## config.mk

```make
export PLATFORM = sky130hd
export DESIGN_NAME = serial_digit_adder
export DESIGN_NICKNAME = d
export VERILOG_FILES = /design/src/rtl/serial_digit_adder.sv
export SDC_FILE = /design/constraint.sdc
export NUM_CORES = 1
export LEC_CHECK = 0
export ABC_AREA = 0
export CORE_UTILIZATION = 40
export DETAILED_ROUTE_END_ITERATION = 6
export GPL_ROUTABILITY_DRIVEN = 0
export GPL_TIMING_DRIVEN = 0
export PLACE_DENSITY = 0.66
export SYNTH_ARGS = -nofsm -noshare
export SYNTH_HDL_FRONTEND = slang
export SYNTH_SLANG_ARGS = --single-unit
```

## constraint.sdc

```tcl
create_clock -name clk -period 3.9 [get_ports clk]
set_input_delay 0.39 -clock clk [delete_from_list [all_inputs] [get_ports clk]]
set_output_delay 0.39 -clock clk [all_outputs]
set_load 0.05 [all_outputs]
```

## src/rtl/serial_digit_adder.sv

```systemverilog
// ============================================================================
// Module   : serial_digit_adder
// Purpose  : Digit-serial adder/subtractor, DIGIT bits per clock, LSB first,
//            valid/ready handshake on operands and result.
// Revision : 1.0 - initial release
// ============================================================================
`default_nettype none

module serial_digit_adder #(
  parameter int WIDTH = 32,
  parameter int DIGIT = 4
) (
  input  logic             clk,
  input  logic             rst,
  input  logic             in_valid,
  output logic             in_ready,
  input  logic [WIDTH-1:0] A,
  input  logic [WIDTH-1:0] B,
  input  logic             Cin,
  input  logic             Sub,
  output logic             out_valid,
  input  logic             out_ready,
  output logic [WIDTH-1:0] S,
  output logic             Cout,
  output logic             V
);

  localparam int NDIG = WIDTH / DIGIT;
  localparam int CW   = (NDIG > 1) ? $clog2(NDIG) : 1;
  localparam logic [CW-1:0] c_last = CW'(NDIG - 1);

  if ((DIGIT < 1) || ((WIDTH % DIGIT) != 0)) begin : g_bad_digit
    $error("serial_digit_adder: WIDTH must be a positive multiple of DIGIT");
  end

  typedef enum logic [1:0] {
    ST_IDLE = 2'd0,
    ST_RUN  = 2'd1,
    ST_DONE = 2'd2
  } state_t;

  state_t            r_state;
  state_t            w_next;
  logic [WIDTH-1:0]  r_a;
  logic [WIDTH-1:0]  r_b;
  logic              r_carry;
  logic [CW-1:0]     r_cnt;
  logic [WIDTH-1:0]  r_s;
  logic              r_cout;
  logic              r_v;

  logic [DIGIT-1:0]  w_a_dig;
  logic [DIGIT-1:0]  w_b_dig;
  logic [DIGIT-1:0]  w_sum;
  logic              w_c_out;
  logic              w_c_msb;
  logic              w_last;

  always_ff @(posedge clk) begin
    if (rst) begin
      r_state <= ST_IDLE;
    end else begin
      r_state <= w_next;
    end
  end

  assign w_last = (r_cnt == c_last);

  always_comb begin
    w_next = r_state;
    case (r_state)
      ST_IDLE: if (in_valid)  w_next = ST_RUN;
      ST_RUN:  if (w_last)    w_next = ST_DONE;
      ST_DONE: if (out_ready) w_next = ST_IDLE;
      default: w_next = ST_IDLE;
    endcase
  end

  // Digit mux built from constant part-selects so every slice stays in range.
  always_comb begin
    w_a_dig = '0;
    w_b_dig = '0;
    for (int k = 0; k < NDIG; k++) begin
      if (r_cnt == CW'(k)) begin
        w_a_dig = r_a[k*DIGIT +: DIGIT];
        w_b_dig = r_b[k*DIGIT +: DIGIT];
      end
    end
  end

  assign {w_c_out, w_sum} = {1'b0, w_a_dig} + {1'b0, w_b_dig} + {{DIGIT{1'b0}}, r_carry};
  // Carry into the top bit of the slice is recovered from the sum bit itself.
  assign w_c_msb = w_a_dig[DIGIT-1] ^ w_b_dig[DIGIT-1] ^ w_sum[DIGIT-1];

  always_ff @(posedge clk) begin
    if (rst) begin
      r_a     <= '0;
      r_b     <= '0;
      r_carry <= 1'b0;
      r_cnt   <= '0;
      r_s     <= '0;
      r_cout  <= 1'b0;
      r_v     <= 1'b0;
    end else begin
      case (r_state)
        ST_IDLE: begin
          if (in_valid) begin
            r_a     <= A;
            r_b     <= B ^ {WIDTH{Sub}};
            r_carry <= Cin ^ Sub;
            r_cnt   <= '0;
          end
        end
        ST_RUN: begin
          for (int k = 0; k < NDIG; k++) begin
            if (r_cnt == CW'(k)) begin
              r_s[k*DIGIT +: DIGIT] <= w_sum;
            end
          end
          r_carry <= w_c_out;
          r_cnt   <= r_cnt + CW'(1);
          if (w_last) begin
            r_cout <= w_c_out;
            r_v    <= w_c_msb ^ w_c_out;
          end
        end
        default: ;
      endcase
    end
  end

  assign in_ready  = (r_state == ST_IDLE);
  assign out_valid = (r_state == ST_DONE);
  assign S         = r_s;
  assign Cout      = r_cout;
  assign V         = r_v;

endmodule

`default_nettype wire
```

==> results of run 1 <==
==> metrics by stage <==
step	setup TNS [ns]	util [%]	area, um^2	instances
3_3_place_gp	0	52.3	6080	814
2_1_floorplan	0	-	4860	567
6_report	0	54.9	6380	830
4_1_cts	0	54.9	6380	830
5_1_grt	-0.000281	54.9	6380	830
3_5_place_dp	0	52.3	6080	814
==> critical path, delay by kind of cell (launching register included) <==
| family | cells | cell delay [ns] |
|---|---|---|
| xor gates and xnor gates | 1 | 0.67 |
| adders and majority gates | 3 | 0.96 |
| AOI/OAI and AO/OA | 5 | 1.06 |
| DFF | 1 | 0.41 |
| buffers and inverters | 3 | 0.46 |
==> logic make-up (layout without fill, tap and decap cells) <==
logic type               after synthesis  count (layout)  synth area share, %
buffers and inverters                 55             175                 5.85
adder cells (fa/ha/maj)               11              11                 3.14
multiplexers                           4               4                0.824
XOR/XNOR                              36              36                 6.49
AO/OA/AOI/OAI                        166             166                 22.5
AND/OR/NAND/NOR                      191             191                 18.3
flip-flops                           104             104                 42.9
==> power groups by stage <==
stage	clock [uW]	combinational, uW	sequential, uW
3_5_place_dp	0	459	1180
4_1_cts	906	461	1160
5_1_grt	955	503	1170
3_3_place_gp	0	449	1180
6_report	901	459	1160
2_1_floorplan	0	274	1190
==> area by class of cell <==
| cell class | count | area (um^2) |
|---|---|---|
| multi-input combinational | 408 | 2490 |
| clock inverter | 5 | 47.5 |
| sequential | 104 | 2080 |
| clock buffer | 11 | 253 |
| timing repair buffer | 104 | 1040 |
| inverter | 9 | 33.8 |
| buffer | 46 | 250 |
| tap | 143 | 179 |
| fill | 1085 | 5240 |
==> sequential cells by signal, indices dropped and copies added, names as in the netlist <==
register,cells
r_carry,1
r_cnt,3
r_b,32
Cout,1
S,32
r_state,2
r_a,32
V,1
==> cell usage after synthesis, types with 8 or more instances <==
cell,number,area (um^2)
dfxtp_1,104,2080
nand2_1,78,293
inv_1,8,30.0
clkbuf_1,18,67.6
xnor2_1,34,298
buf_2,17,85.1
o21ai_0,19,95.1
nor2_1,65,244
a211oi_1,48,360
ha_1,9,113
a21oi_1,55,275
==> metal layers <==
layer / global-route usage [%] / wire length (um)
met5: 0 / 0
met4: 7.02 / 279
met3: 3.73 / 769
met2: 34.3 / 5880
met1: 27.9 / 5920
==> final timing paths <==
| kind | start | to | slack (ns) | cells past startpoint |
|---|---|---|---|---|
| worst max-delay path | r_cnt[0] | S[30] | 0.20 | 12 |
| worst min-delay path | Sub | r_b[0] | 0.45 | 3 |
| worst max register to register | r_cnt[0] | S[30] | 0.20 | 12 |
| worst min register to register | r_a[4] | r_a[4] | 0.46 | 2 |
==> reports/qor.csv, run 1 <==
stage,metric,value,unit
timing,unrepaired setup endpoints after global routing,true,
drt,drt drc,7,
run_status,outcome,"complete, but fails checks",
timing,Clock Skew,0.0103,ns
pwr,power density cells,395,mW/mm^2
setup_path,crit path cell chain,"inv_1, ha_1, clkbuf_1, a211o_1, a22oi_1, o21ai_0, a22oi_1, fa_1, inv_1, fa_1, xnor2_1, a211oi_1",
clock_network,H-tree levels,3,
die,chip width,112,um
final_layout,Ant. Diodes,0,
clock_network,CTS Sinks,104,
timing,slew margin rel.,45.3,%
drt,routed vias/inst,5.32,
clock_network,total CTS buffers,9,
global_route,vias in the first global route,4269,
placed_design,Detailed Place HPWL,9.90,mm
drt,WL final,12.9,mm
setup_path,CP startpoint kind,flip-flop,
setup_path,CP Data Arrival Time,3.90,ns
die,Die Area,0.0126,mm^2
clock_network,latest clock arrival within the worst-skew pair,0.35,ns
logic_synthesis,library cells used by synthesis,54,
drt,via count of the routed design,4417,
setup_path,crit path capture type,flip-flop,
die,Core ar.,0.0116,mm^2
global_route,initial antenna violation count,0,
placed_design,port bufs,104,
pwr,Internal,1800,uW
setup_path,crit-path max FO,10,
final_layout,NumNets Final,763,
timing,Min Hold Slack,0.449,ns
drt,antenna-violating nets left,0,
final_layout,highest-count cells in the layout ignoring fill and taps,"dfxtp_1 (104), clkdlybuf4s50_1 (104), nand2_1 (78), nor2_1 (65), a21oi_1 (55)",
global_route,GR Util All Layers,20.9,%
pwr,Psw,715,uW
pwr,Sequential Power Share,46.0,%
pwr,Leak,0.00226,uW
logic_synthesis,Ys Warns,0,
clock_network,maximum root-to-sink buffer count,2,
timing,period utilisation layout,94.9,%
die,IO Count,106,
logic_synthesis,Syn Nets,648,
pwr,clock network power share,35.8,%
clock_network,CTS Hold Buffers Added,0,
drt,routed len/inst,15.5,um
clock_network,"Reg clk slew, reported paths",0.08,ns
final_layout,P&R area growth vs syn,31.3,%
setup_path,"Max stage delay cell, worst path",xnor2_1,
timing,final hold vios,0,
global_route,grt total ovfl,0,
logic_synthesis,syn_area_per_cell,8.57,um^2
logic_synthesis,share of synthesized registers carrying an async set or reset,0,%
timing,minimum clock period,3.70,ns
setup_path,CP Data Required Time,4.10,ns
logic_synthesis,Synth Flop Type,dfxtp_1,
setup_path,Worst path max stage delay,0.67,ns
pwr,VDD IR-drop max,233,uV
logic_synthesis,Post-synth EDFFs,0,
placed_design,DP Worst Slack,0.268,ns
run_status,failing checks,design-rule violations,
timing,worst slew pin tran,0.815,ns
timing,final setup violation count,0,
timing,worst setup margin,0.198,ns
global_route,first-pass GRT wire length,20.9,mm
clock_network,CTS tree,yes,
pwr,Overall Power,2520,uW
drt,drt pass-1 iters,7,
die,Site Rows,39,
timing,Max Freq,270,MHz
die,Die Y-Extent,112,um
pwr,combinational fraction of design power,18.2,%
clock_network,post-CTS setup buffer count,0,
logic_synthesis,sequential fraction of the synthesis area,42.9,%
clock_network,clk root buf,clkbuf_16,
logic_synthesis,post-synthesis cell count,567,
flow_run,number of max-cap violations,0,
logic_synthesis,Synth Register Bits,104,
die,Initial Util,41.8,%
setup_path,Crit Path Class,reg -> reg,
timing,Max Slew Vio Count,0,
clock_network,Resize count post-CTS,0,
min_path,Hold Path Class,in -> reg,
logic_synthesis,Netlist Area Pre-Place,0.00486,mm^2
global_route,pin count of the biggest net entering global routing,19,
final_layout,share of layout cells above drive strength 1,8.30,%
drt,DRT iter0 DRCs,280,
pwr,Switching Fraction,28.4,%
Note: power is estimated with default switching activity, not from simulation.
==> run 2: changes to the inputs <==
--- a/config.mk
+++ b/config.mk
@@ -11,6 +11,7 @@
 export GPL_ROUTABILITY_DRIVEN = 0
 export GPL_TIMING_DRIVEN = 0
 export PLACE_DENSITY = 0.66
+export SETUP_SLACK_MARGIN = 0.1
 export SYNTH_ARGS = -nofsm -noshare
 export SYNTH_HDL_FRONTEND = slang
 export SYNTH_SLANG_ARGS = --single-unit
==> constraint.sdc (replaced) <==
create_clock -name clk -period 3.7 [get_ports clk]
set_input_delay 0.37 -clock clk [delete_from_list [all_inputs] [get_ports clk]]
set_output_delay 0.37 -clock clk [all_outputs]
set_load 0.05 [all_outputs]
==> run 2 against run 1 <==
  * The run still ends with design-rule violations left
  * Core utilization increased by 0.50 points
  * Register-to-register slack improved by 0.10 ns
  * Clock power increased by 5.2%
  * Clock skew decreased by 0.0015 ns
  * Non-clock buffer count increased by 2
  * Critical path type unchanged
  * Largest power group unchanged
  * Highest routed layer unchanged
==> reports/qor.csv, run 2 (synthesis results as in run 1) <==
stage,metric,value,unit
run_status,outcome,"complete, but fails checks",
run_status,failing checks,design-rule violations,
timing,unrepaired setup endpoints after global routing,false,
setup_path,CP Data Arrival Time,3.66,ns
clock_network,clk root buf,clkbuf_16,
global_route,initial antenna violation count,0,
die,Site Rows,39,
die,chip width,112,um
setup_path,Crit Path Class,reg -> reg,
global_route,vias in the first global route,4269,
drt,antenna-violating nets left,0,
timing,final hold vios,0,
clock_network,H-tree levels,3,
timing,Max Slew Vio Count,0,
clock_network,CTS Sinks,104,
min_path,Hold Path Class,in -> reg,
clock_network,total CTS buffers,9,
placed_design,placed cell areas,0.00608,mm^2
die,Core ar.,0.0116,mm^2
timing,TNS Setup,0,ns
drt,drt drc,8,
die,IO Count,106,
flow_run,number of max-cap violations,0,
final_layout,P&R area growth vs syn,32.5,%
drt,DRT iter0 DRCs,328,
timing,final setup violation count,0,
clock_network,latest clock arrival within the worst-skew pair,0.35,ns
global_route,first-pass GRT wire length,20.9,mm
timing,Min Hold Slack,0.428,ns
timing,minimum clock period,3.40,ns
die,Initial Util,41.8,%
clock_network,maximum root-to-sink buffer count,2,
global_route,grt total ovfl,0,
clock_network,"Reg clk slew, reported paths",0.07,ns
setup_path,CP Data Required Time,3.95,ns
final_layout,NumNets Final,765,
final_layout,highest-count cells in the layout ignoring fill and taps,"dfxtp_1 (104), clkdlybuf4s50_1 (104), nand2_1 (78), nor2_1 (65), a21oi_1 (54)",
placed_design,DP Worst Slack,0.0676,ns
drt,drt pass-1 iters,7,
final_layout,Layout fillers,1077,
timing,slew margin rel.,61.9,%
timing,Clock Skew,0.00883,ns
die,Die Y-Extent,112,um
timing,period utilisation layout,91.9,%
placed_design,port bufs,104,
pwr,power density cells,415,mW/mm^2
timing,worst setup margin,0.298,ns
setup_path,CP startpoint kind,flip-flop,
drt,routed vias/inst,5.33,
die,Die Area,0.0126,mm^2
pwr,VDD IR-drop max,245,uV
timing,worst slew pin tran,0.572,ns
pwr,Leak,0.00228,uW
drt,via count of the routed design,4431,
final_layout,Non-Filler Instances,832,
placed_design,Detailed Place HPWL,9.90,mm
drt,routed len/inst,15.5,um
setup_path,crit-path max FO,9,
setup_path,crit path capture type,flip-flop,
drt,WL final,12.9,mm
final_layout,final instance area,0.00643,mm^2
global_route,GR Util All Layers,20.9,%
clock_network,CTS tree,yes,
global_route,pin count of the biggest net entering global routing,19,
placed_design,dpl cells,814,
final_layout,Ant. Diodes,0,
final_layout,share of layout cells above drive strength 1,9.58,%
timing,Max Freq,294,MHz
[run 2: cell types whose count changed in the layout (fill, tap and decap cells not counted), sizes merged]
| cell | change |
|---|---|
| buf | +3 |
| inv | -1 |
| clkbuf | -1 |
| clkinvlp | +1 |
[run 2: layer usage]
| layer | vias up | GRT usage, % | part of all wire, % |
|---|---|---|---|
| met4 | 0 | 7.02 | 2.0 |
| met5 | - | 0 | 0 |
| li1 | 2219 | - | - |
| met1 | 2046 | 28.0 | 46 |
| met3 | 21 | 3.73 | 6.1 |
| met2 | 145 | 34.3 | 46 |
[run 2: final timing paths]
| path | start | endpoint | slack, ns | depth (start not counted) |
|---|---|---|---|---|
| setup / recovery | r_cnt[2] | V | 0.30 | 14 |
| hold / removal | Sub | r_b[0] | 0.43 | 3 |
| setup reg to reg | r_cnt[2] | V | 0.30 | 14 |
| hold reg to reg | r_a[4] | r_a[4] | 0.46 | 2 |
[run 2: worst max-delay path: stages, from the launching register on]
cell        delay, ns
dfxtp_1          0.34
buf_4            0.22
clkinvlp_4       0.15
ha_1             0.24
or2_2            0.34
a221oi_1         0.23
a21oi_1          0.11
o221ai_2         0.21
fa_1             0.22
inv_1            0.06
fa_1             0.44
a21o_1           0.22
a21oi_4          0.19
xor2_1           0.09
a211oi_1         0.25
[run 2: stage by stage]
stage | utilization [%] | power [uW]
floorplan | - | 1540
finish | 55.4 | 2670
global route | 55.4 | 2780
detailed placement | 52.3 | 1730
global placement | 52.3 | 1720
CTS | 55.0 | 2670
[run 2: report_power, final]
| group | switching, uW | total, uW | internal (uW) | leakage (uW) |
|---|---|---|---|---|
| Clock | 441 | 948 | 507 | 0.000146 |
| Combinational | 277 | 497 | 220 | 0.00128 |
| Sequential | 40.8 | 1220 | 1180 | 0.000852 |
| Total | 759 | 2670 | 1910 | 0.00228 |
[run 2: final cells by class]
cell class,count,area [um^2],area share [%]
clock inverter,5,47.5,0.739
tap,143,179,2.78
timing repair buffer,106,1060,16.4
multi-input combinational,408,2530,39.3
inverter,9,37.5,0.583
buffer,46,251,3.91
clock buffer,11,253,3.93
sequential,104,2080,32.4
[run 2: repair_timing]
item | in CTS | in global routing
gates resized for setup | 2 | 8
endpoints found under the setup margin | 4 | 16
hold buffers | 0 | 0
setup buffers | 0 | 2
hold endpoints to repair | 0 | 0
